**src/rtl/multicycle_ctrl_if.sv**
```systemverilog
// Control/status bundle between the multicycle sequencer and its datapath/memory.
interface multicycle_ctrl_if;
  // Instruction fields and datapath/memory status
  logic [6:0] op;
  logic [2:0] funct3;
  logic       funct7_5;
  logic       Zero;
  logic       mem_ready;
  // Strobes and selects
  logic       PCWrite;
  logic       AdrSrc;
  logic       MemReq;
  logic       MemWrite;
  logic       IRWrite;
  logic       RegWrite;
  logic [1:0] ResultSrc;
  logic [1:0] ALUSrcA;
  logic [1:0] ALUSrcB;
  logic [1:0] ImmSrc;
  logic [2:0] ALUControl;
  // Sticky status and debug
  logic       illegal;
  logic       bus_err;
  logic [3:0] state_o;

  // Sequencer side
  modport master (
    input  op, funct3, funct7_5, Zero, mem_ready,
    output PCWrite, AdrSrc, MemReq, MemWrite, IRWrite, RegWrite,
    output ResultSrc, ALUSrcA, ALUSrcB, ImmSrc, ALUControl,
    output illegal, bus_err, state_o
  );

  // Datapath/memory side
  modport slave (
    output op, funct3, funct7_5, Zero, mem_ready,
    input  PCWrite, AdrSrc, MemReq, MemWrite, IRWrite, RegWrite,
    input  ResultSrc, ALUSrcA, ALUSrcB, ImmSrc, ALUControl,
    input  illegal, bus_err, state_o
  );
endinterface

```
**src/rtl/multicycle_ctrl.sv**
```systemverilog
// Main sequencing FSM of the multicycle RV32I core, with a shared-memory stall watchdog.
module multicycle_ctrl #(
  parameter int unsigned TIMEOUT_CYCLES = 16,
  parameter int unsigned CNT_WIDTH      = 8
) (
  input  logic              clk,
  input  logic              rst,
  multicycle_ctrl_if.master bus
);

  typedef enum logic [3:0] {
    StFetch    = 4'd0,
    StDecode   = 4'd1,
    StMemAdr   = 4'd2,
    StMemRead  = 4'd3,
    StMemWb    = 4'd4,
    StMemWrite = 4'd5,
    StExecR    = 4'd6,
    StExecI    = 4'd7,
    StAluWb    = 4'd8,
    StBranch   = 4'd9,
    StJal      = 4'd10,
    StHalt     = 4'd15
  } state_e;

  localparam logic [6:0] OpLoad   = 7'b0000011;
  localparam logic [6:0] OpStore  = 7'b0100011;
  localparam logic [6:0] OpRType  = 7'b0110011;
  localparam logic [6:0] OpIType  = 7'b0010011;
  localparam logic [6:0] OpBranch = 7'b1100011;
  localparam logic [6:0] OpJal    = 7'b1101111;

  localparam bit WdEnable = (TIMEOUT_CYCLES != 0);
  localparam logic [CNT_WIDTH-1:0] WdLast =
    CNT_WIDTH'(WdEnable ? TIMEOUT_CYCLES - 1 : 0);

  state_e               r_state, w_state_d;
  logic                 r_illegal, w_illegal_d;
  logic                 r_bus_err, w_bus_err_d;
  logic [CNT_WIDTH-1:0] r_wd_cnt, w_wd_cnt_d;

  logic       w_mem_phase, w_stall, w_timeout;
  logic       w_alu_ok, w_br_ok;
  logic [2:0] w_alu_op;

  logic       w_pc_write, w_adr_src, w_mem_req, w_mem_write, w_ir_write, w_reg_write;
  logic [1:0] w_result_src, w_alu_src_a, w_alu_src_b, w_imm_src;
  logic [2:0] w_alu_control;

  // MemReq depends on state only, so the watchdog can see it without a comb loop
  assign w_mem_phase = r_state inside {StFetch, StMemRead, StMemWrite};
  assign w_stall     = w_mem_phase & ~bus.mem_ready;
  assign w_timeout   = WdEnable && w_stall && (r_wd_cnt == WdLast);
  assign w_br_ok     = (bus.funct3[2:1] == 2'b00);

  // ALU operation and legality for the R/I-type funct3 field
  always_comb begin
    w_alu_ok = 1'b1;
    w_alu_op = 3'b000;
    case (bus.funct3)
      3'b000:  w_alu_op = (bus.op == OpRType && bus.funct7_5) ? 3'b001 : 3'b000;
      3'b010:  w_alu_op = 3'b101;
      3'b110:  w_alu_op = 3'b011;
      3'b111:  w_alu_op = 3'b010;
      default: w_alu_ok = 1'b0;
    endcase
  end

  // State register
  always_ff @(posedge clk or negedge rst) begin
    if (!rst) begin
      r_state <= StFetch;
    end else begin
      r_state <= w_state_d;
    end
  end

  // Sticky error flags and watchdog counter
  always_ff @(posedge clk or negedge rst) begin
    if (!rst) begin
      r_illegal <= 1'b0;
      r_bus_err <= 1'b0;
      r_wd_cnt  <= '0;
    end else begin
      r_illegal <= w_illegal_d;
      r_bus_err <= w_bus_err_d;
      r_wd_cnt  <= w_wd_cnt_d;
    end
  end

  // Next-state, error flags and watchdog next value
  always_comb begin
    w_state_d   = r_state;
    w_illegal_d = r_illegal;
    w_bus_err_d = r_bus_err;
    case (r_state)
      StFetch:    if (bus.mem_ready) w_state_d = StDecode;
      StDecode: begin
        case (bus.op)
          OpLoad, OpStore: w_state_d = StMemAdr;
          OpRType:         w_state_d = w_alu_ok ? StExecR : StHalt;
          OpIType:         w_state_d = w_alu_ok ? StExecI : StHalt;
          OpBranch:        w_state_d = w_br_ok ? StBranch : StHalt;
          OpJal:           w_state_d = StJal;
          default:         w_state_d = StHalt;
        endcase
        if (w_state_d == StHalt) w_illegal_d = 1'b1;
      end
      StMemAdr:   w_state_d = (bus.op == OpLoad) ? StMemRead : StMemWrite;
      StMemRead:  if (bus.mem_ready) w_state_d = StMemWb;
      StMemWb:    w_state_d = StFetch;
      StMemWrite: if (bus.mem_ready) w_state_d = StFetch;
      StExecR,
      StExecI:    w_state_d = StAluWb;
      StAluWb,
      StBranch:   w_state_d = StFetch;
      StJal:      w_state_d = StAluWb;
      StHalt:     w_state_d = StHalt;
      default:    w_state_d = StHalt;
    endcase
    // A transfer completing on the last allowed cycle wins, since w_timeout needs a stall
    if (w_timeout) begin
      w_state_d   = StHalt;
      w_bus_err_d = 1'b1;
    end
    if (!WdEnable || !w_stall || (w_state_d != r_state)) begin
      w_wd_cnt_d = '0;
    end else begin
      w_wd_cnt_d = r_wd_cnt + 1'b1;
    end
  end

  // Moore outputs with mem_ready gating in FETCH; strobes forced low while in reset
  always_comb begin
    w_pc_write    = 1'b0;
    w_adr_src     = 1'b0;
    w_mem_req     = 1'b0;
    w_mem_write   = 1'b0;
    w_ir_write    = 1'b0;
    w_reg_write   = 1'b0;
    w_result_src  = 2'b00;
    w_alu_src_a   = 2'b00;
    w_alu_src_b   = 2'b00;
    w_imm_src     = 2'b00;
    w_alu_control = 3'b000;
    case (r_state)
      StFetch: begin
        w_mem_req = 1'b1;
        if (bus.mem_ready) begin
          w_ir_write   = 1'b1;
          w_pc_write   = 1'b1;
          w_alu_src_b  = 2'b10;
          w_result_src = 2'b10;
        end
      end
      StDecode: begin
        w_alu_src_a = 2'b01;
        w_alu_src_b = 2'b01;
        case (bus.op)
          OpStore:  w_imm_src = 2'b01;
          OpBranch: w_imm_src = 2'b10;
          OpJal:    w_imm_src = 2'b11;
          default:  w_imm_src = 2'b00;
        endcase
      end
      StMemAdr: begin
        w_alu_src_a = 2'b10;
        w_alu_src_b = 2'b01;
        w_imm_src   = (bus.op == OpStore) ? 2'b01 : 2'b00;
      end
      StMemRead: begin
        w_mem_req = 1'b1;
        w_adr_src = 1'b1;
      end
      StMemWb: begin
        w_result_src = 2'b01;
        w_reg_write  = 1'b1;
      end
      StMemWrite: begin
        w_mem_req   = 1'b1;
        w_mem_write = 1'b1;
        w_adr_src   = 1'b1;
      end
      StExecR: begin
        w_alu_src_a   = 2'b10;
        w_alu_control = w_alu_op;
      end
      StExecI: begin
        w_alu_src_a   = 2'b10;
        w_alu_src_b   = 2'b01;
        w_alu_control = w_alu_op;
      end
      StAluWb:    w_reg_write = 1'b1;
      StBranch: begin
        w_alu_src_a   = 2'b10;
        w_alu_control = 3'b001;
        // Only beq/bne reach this state, so funct3[0] selects the polarity
        w_pc_write    = bus.funct3[0] ? ~bus.Zero : bus.Zero;
      end
      StJal: begin
        w_alu_src_a = 2'b01;
        w_alu_src_b = 2'b10;
        w_pc_write  = 1'b1;
      end
      default: ;
    endcase
    if (!rst) begin
      w_pc_write  = 1'b0;
      w_mem_req   = 1'b0;
      w_mem_write = 1'b0;
      w_ir_write  = 1'b0;
      w_reg_write = 1'b0;
    end
  end

  assign bus.PCWrite    = w_pc_write;
  assign bus.AdrSrc     = w_adr_src;
  assign bus.MemReq     = w_mem_req;
  assign bus.MemWrite   = w_mem_write;
  assign bus.IRWrite    = w_ir_write;
  assign bus.RegWrite   = w_reg_write;
  assign bus.ResultSrc  = w_result_src;
  assign bus.ALUSrcA    = w_alu_src_a;
  assign bus.ALUSrcB    = w_alu_src_b;
  assign bus.ImmSrc     = w_imm_src;
  assign bus.ALUControl = w_alu_control;
  assign bus.illegal    = r_illegal;
  assign bus.bus_err    = r_bus_err;
  assign bus.state_o    = r_state;

endmodule

```
**src/flat_wrapper.sv**
```systemverilog
// flat-port wrapper written by rule: the top's interface ports become plain ports
module multicycle_ctrl_flat 
#(
  parameter int unsigned TIMEOUT_CYCLES = 16,
  parameter int unsigned CNT_WIDTH      = 8
)
  (clk, rst, bus_op, bus_funct3, bus_funct7_5, bus_Zero, bus_mem_ready, bus_PCWrite, bus_AdrSrc, bus_MemReq, bus_MemWrite, bus_IRWrite, bus_RegWrite, bus_ResultSrc, bus_ALUSrcA, bus_ALUSrcB, bus_ImmSrc, bus_ALUControl, bus_illegal, bus_bus_err, bus_state_o);
  multicycle_ctrl_if bus_i ();
  input  logic clk;
  input  logic rst;
  input wire logic [$bits(bus_i.op)-1:0] bus_op;
  input wire logic [$bits(bus_i.funct3)-1:0] bus_funct3;
  input wire logic [$bits(bus_i.funct7_5)-1:0] bus_funct7_5;
  input wire logic [$bits(bus_i.Zero)-1:0] bus_Zero;
  input wire logic [$bits(bus_i.mem_ready)-1:0] bus_mem_ready;
  output wire logic [$bits(bus_i.PCWrite)-1:0] bus_PCWrite;
  output wire logic [$bits(bus_i.AdrSrc)-1:0] bus_AdrSrc;
  output wire logic [$bits(bus_i.MemReq)-1:0] bus_MemReq;
  output wire logic [$bits(bus_i.MemWrite)-1:0] bus_MemWrite;
  output wire logic [$bits(bus_i.IRWrite)-1:0] bus_IRWrite;
  output wire logic [$bits(bus_i.RegWrite)-1:0] bus_RegWrite;
  output wire logic [$bits(bus_i.ResultSrc)-1:0] bus_ResultSrc;
  output wire logic [$bits(bus_i.ALUSrcA)-1:0] bus_ALUSrcA;
  output wire logic [$bits(bus_i.ALUSrcB)-1:0] bus_ALUSrcB;
  output wire logic [$bits(bus_i.ImmSrc)-1:0] bus_ImmSrc;
  output wire logic [$bits(bus_i.ALUControl)-1:0] bus_ALUControl;
  output wire logic [$bits(bus_i.illegal)-1:0] bus_illegal;
  output wire logic [$bits(bus_i.bus_err)-1:0] bus_bus_err;
  output wire logic [$bits(bus_i.state_o)-1:0] bus_state_o;
  assign bus_i.op = bus_op;
  assign bus_i.funct3 = bus_funct3;
  assign bus_i.funct7_5 = bus_funct7_5;
  assign bus_i.Zero = bus_Zero;
  assign bus_i.mem_ready = bus_mem_ready;
  assign bus_PCWrite = bus_i.PCWrite;
  assign bus_AdrSrc = bus_i.AdrSrc;
  assign bus_MemReq = bus_i.MemReq;
  assign bus_MemWrite = bus_i.MemWrite;
  assign bus_IRWrite = bus_i.IRWrite;
  assign bus_RegWrite = bus_i.RegWrite;
  assign bus_ResultSrc = bus_i.ResultSrc;
  assign bus_ALUSrcA = bus_i.ALUSrcA;
  assign bus_ALUSrcB = bus_i.ALUSrcB;
  assign bus_ImmSrc = bus_i.ImmSrc;
  assign bus_ALUControl = bus_i.ALUControl;
  assign bus_illegal = bus_i.illegal;
  assign bus_bus_err = bus_i.bus_err;
  assign bus_state_o = bus_i.state_o;
  multicycle_ctrl #(.TIMEOUT_CYCLES(TIMEOUT_CYCLES), .CNT_WIDTH(CNT_WIDTH)) u_core (.clk(clk), .rst(rst), .bus(bus_i));
endmodule
```
**config.mk**
```make
export PLATFORM = sky130hd
export DESIGN_NAME = multicycle_ctrl_flat
export DESIGN_NICKNAME = d
export VERILOG_FILES = /design/src/rtl/multicycle_ctrl_if.sv /design/src/rtl/multicycle_ctrl.sv /design/src/flat_wrapper.sv
export SDC_FILE = /design/constraint.sdc
export NUM_CORES = 1
export LEC_CHECK = 0
export BUFFER_PORTS_ARGS = -buffer_cell sky130_fd_sc_hd__buf_2
export CELL_PAD_IN_SITES_DETAIL_PLACEMENT = 0
export CELL_PAD_IN_SITES_GLOBAL_PLACEMENT = 1
export CORE_ASPECT_RATIO = 1.1
export CORE_MARGIN = 2
export CORE_UTILIZATION = 36
export DETAILED_ROUTE_END_ITERATION = 6
export GPL_ROUTABILITY_DRIVEN = 0
export PLACE_DENSITY_LB_ADDON = 0.1
export SYNTH_ARGS = -nofsm -noshare
export SYNTH_HDL_FRONTEND = slang
export SYNTH_SLANG_ARGS = --single-unit
export TNS_END_PERCENT = 100
```
**constraint.sdc**
```tcl
create_clock -name clk -period 2 [get_ports clk]
set_input_delay 0.4 -clock clk [delete_from_list [all_inputs] [get_ports clk]]
set_output_delay 0.4 -clock clk [all_outputs]
set_load 0.1 [all_outputs]
```
==> flow_summary.ini <==
[run_status]
outcome = finished, violations left
violations = setup timing

[critical_path]
worstRegToRegCells = 10
reg2reg_to = u_core.r_wd_cnt[3]
crit_fanout = 4
cp-start-kind = flop
cp.arrival_ps = 1880
crit_type = flop to primary output
reg2reg_from = u_core.bus.state_o[3]
worstPathRequired_ps = 1600
reg2reg_slack_ps = 30
cp-end-kind = primary output

[global_routing]
grt_start_max_net_pins = 18
grt-ovfl-total = 0
track_usage_pct = 22.0
grt_pass1_wl_um = 6610
antenna_found_initial = 0
grt_pass1_vias = 1426

[final_layout]
fillers = 208
multiInputGateArea_mm2 = 0.00110
drive_gt1_share_pct = 60.0
fin_nets = 237
fin_cells = 254
area_delta_synth_final_pct = 105
register_area_um2 = 363
fin_util_pct = 78.2
antenna_cells = 0

[sta]
max_freq_mhz = 438
finalSetupViolCount = 16
finalSetupTns_ps = -2130
worst-slew-pin-transition_ps = 660
timing.final.ws_setup_ps = -283
slew_headroom_pct = 56.0
post-route-min-period_ps = 2280
rsz0062_at_grt = true
fin_skew_ps = 6.01
min_period_over_period_pct = 114
maxSlewViolCount = 0
hold_viol = 0

[synthesis]
syn_nets = 166
yosysUniqueCellTypes = 43
yosysMostFrequentCell = nor2_1
async_reset_ff_share_pct = 100
syn_inst = 150
synth_top_family_by_area = simple AND/OR/NAND/NOR gates
synth-xor-area-share_pct = 5.22
synth_compound_area_share_pct = 18.2
synth_top_area_share_pct = 29.8
seq_area_frac_synth_pct = 29.8
synth_mux_area_share_pct = 0.958
synth-seq-cells = 14
yosysTopAreaCell = dfrtp_1
ys_top_cells_by_count = nor2_1 (20), dfrtp_1 (14), nand2_1 (11), a21oi_1 (10), nor3_1 (7)
synth_area_leaders = dfrtp_1 (30%), nor2_1 (6.4%), a21oi_1 (4.3%), nand2_1 (3.5%), nor3_1 (3.0%)
synth_edf_count = 0
yosys_warnings = 0
synth_simple_gate_area_share_pct = 39.3
synth_ff_type = dfrtp_1
syn-mean-instance-area_um2 = 7.83
synth_fa_ha_area_share_pct = 1.06
syn_area_mm2 = 0.00117

[route]
ant_nets = 0
drtIter0Drc = 63
wirelength_um = 4090
viasPerCell = 5.65
vias = 1434
drc = 0
post_drt_wl_per_cell_um = 16.1
firstDrtPassIters = 4

[power]
netSwitchingPower_uw = 136
ir_worst_vdd_uv = 389
powerDensity_mw_per_mm2 = 230
clkPwrFrac_pct = 36.1
power_uw = 554
power_frac_comb_pct = 12.7
seq_power_share_pct = 51.2
netSwitchingFraction_pct = 24.5
intPower_uw = 418
leakage_uw = 0.000972

[min_path]
hold_path.class = input port to asynchronous set/reset pin

[job]
maxCapViolations = 0

[floorplanning]
rows = 21
ios = 38
start_util_pct = 38.2
die_x_um = 58.5
core_area_mm2 = 0.00307
die_h_um = 63.9
dieArea_mm2 = 0.00374

[placement]
hpwl_um = 2580
placed_cells = 225
io_buffers = 37
place_worst_setup_slack_ps = -115

[cts]
holdBufCountCts = 0
cts_made_buffers = 3
cts_tree = done
root_buffer = clkbuf_4
cts.sinks = 14
htree_levels = 1
path_clk_slew_ps = 90
clock_latency_ps = 280
cts.path.max_buffers = 2
[through the flow]
stage	cell area (µm²)	hold WS, ps
floorplan	1370	104
global placement	1890	443
detailed placement	1890	444
CTS	2160	167
global route	2400	184
finish	2400	171
[registers in the layout, summed over array words and instances, names as in the netlist]
register	cells
u_core.r_wd_cnt	8
u_core.bus.state_o	4
u_core.bus.bus_err	1
u_core.bus.illegal	1
[logic make-up after synthesis]
logic type / Yosys count
buffers and inverters: 14
and+or+nand+nor: 81
adders and majority gates: 1
muxes: 1
AOI/OAI and AO/OA: 32
DFF: 14
xor gates and xnor gates: 7
[critical path: stages, from the launching register on]
cell	delay (ps)
dfrtp_4	480
or4b_4	570
buf_6	140
nor4_4	190
buf_12	220
[power groups by stage]
| stage | Sequential (µW) | Clock (µW) | Combinational [µW] |
|---|---|---|---|
| CTS | 284 | 206 | 69.7 |
| finish | 284 | 200 | 70.4 |
| global route | 284 | 220 | 77.7 |
| global placement | 289 | 0 | 66.6 |
| floorplan | 294 | 0 | 25.5 |
| detailed placement | 289 | 0 | 68.3 |
[metal layers]
| layer | part of all wire [%] | vias up | GRT usage [%] |
|---|---|---|---|
| li1 | - | 688 | - |
| met1 | 38 | 691 | 28.6 |
| met2 | 55 | 51 | 38.1 |
| met5 | 0 | - | 0 |
| met3 | 5.9 | 4 | 4.25 |
| met4 | 0.83 | 0 | 3.49 |
[timing repair]
item	in CTS	in global routing
endpoints found under the setup margin	17	23
pin swaps	14	11
gates cloned	0	1
setup buffers	12	14
gates resized for setup	32	33
[cells in the final DEF (no fill, tap or decap), types with 4 or more instances in the layout]
master	netlist	routed
or3_1	5	5
nor3_1	7	4
o21ai_0	5	4
buf_12	0	21
clkbuf_4	0	4
o22ai_1	4	4
dfrtp_1	14	10
buf_2	3	20
and3_4	0	4
nand3_1	6	4
buf_4	0	21
nand2_1	11	8
buf_6	1	10
nor2_1	20	10
nor2_4	0	8
a21oi_1	10	8
[worst max-delay path by stage]
stage	from	endpoint	slack (ps)	cells past startpoint
after floorplan	u_core.bus.state_o[2]	bus_ImmSrc[1]	-890	4
after global placement	u_core.bus.state_o[1]	bus_ImmSrc[1]	-90	4
after detailed placement	u_core.bus.state_o[1]	bus_ImmSrc[1]	-110	4
after CTS	u_core.bus.state_o[3]	bus_ImmSrc[1]	-290	4
after global routing	u_core.bus.state_o[3]	bus_ImmSrc[1]	-350	4
final	u_core.bus.state_o[3]	bus_ImmSrc[1]	-280	4
[final cells by class]
type	instances	area share (%)
Tap cell	34	1.77
Inverter	5	0.937
Sequential cell	14	15.1
Clock buffer	4	1.51
Multi-Input combinational cell	122	45.8
Timing Repair Buffer	75	34.9
Note: power is estimated with default switching activity, not from simulation.
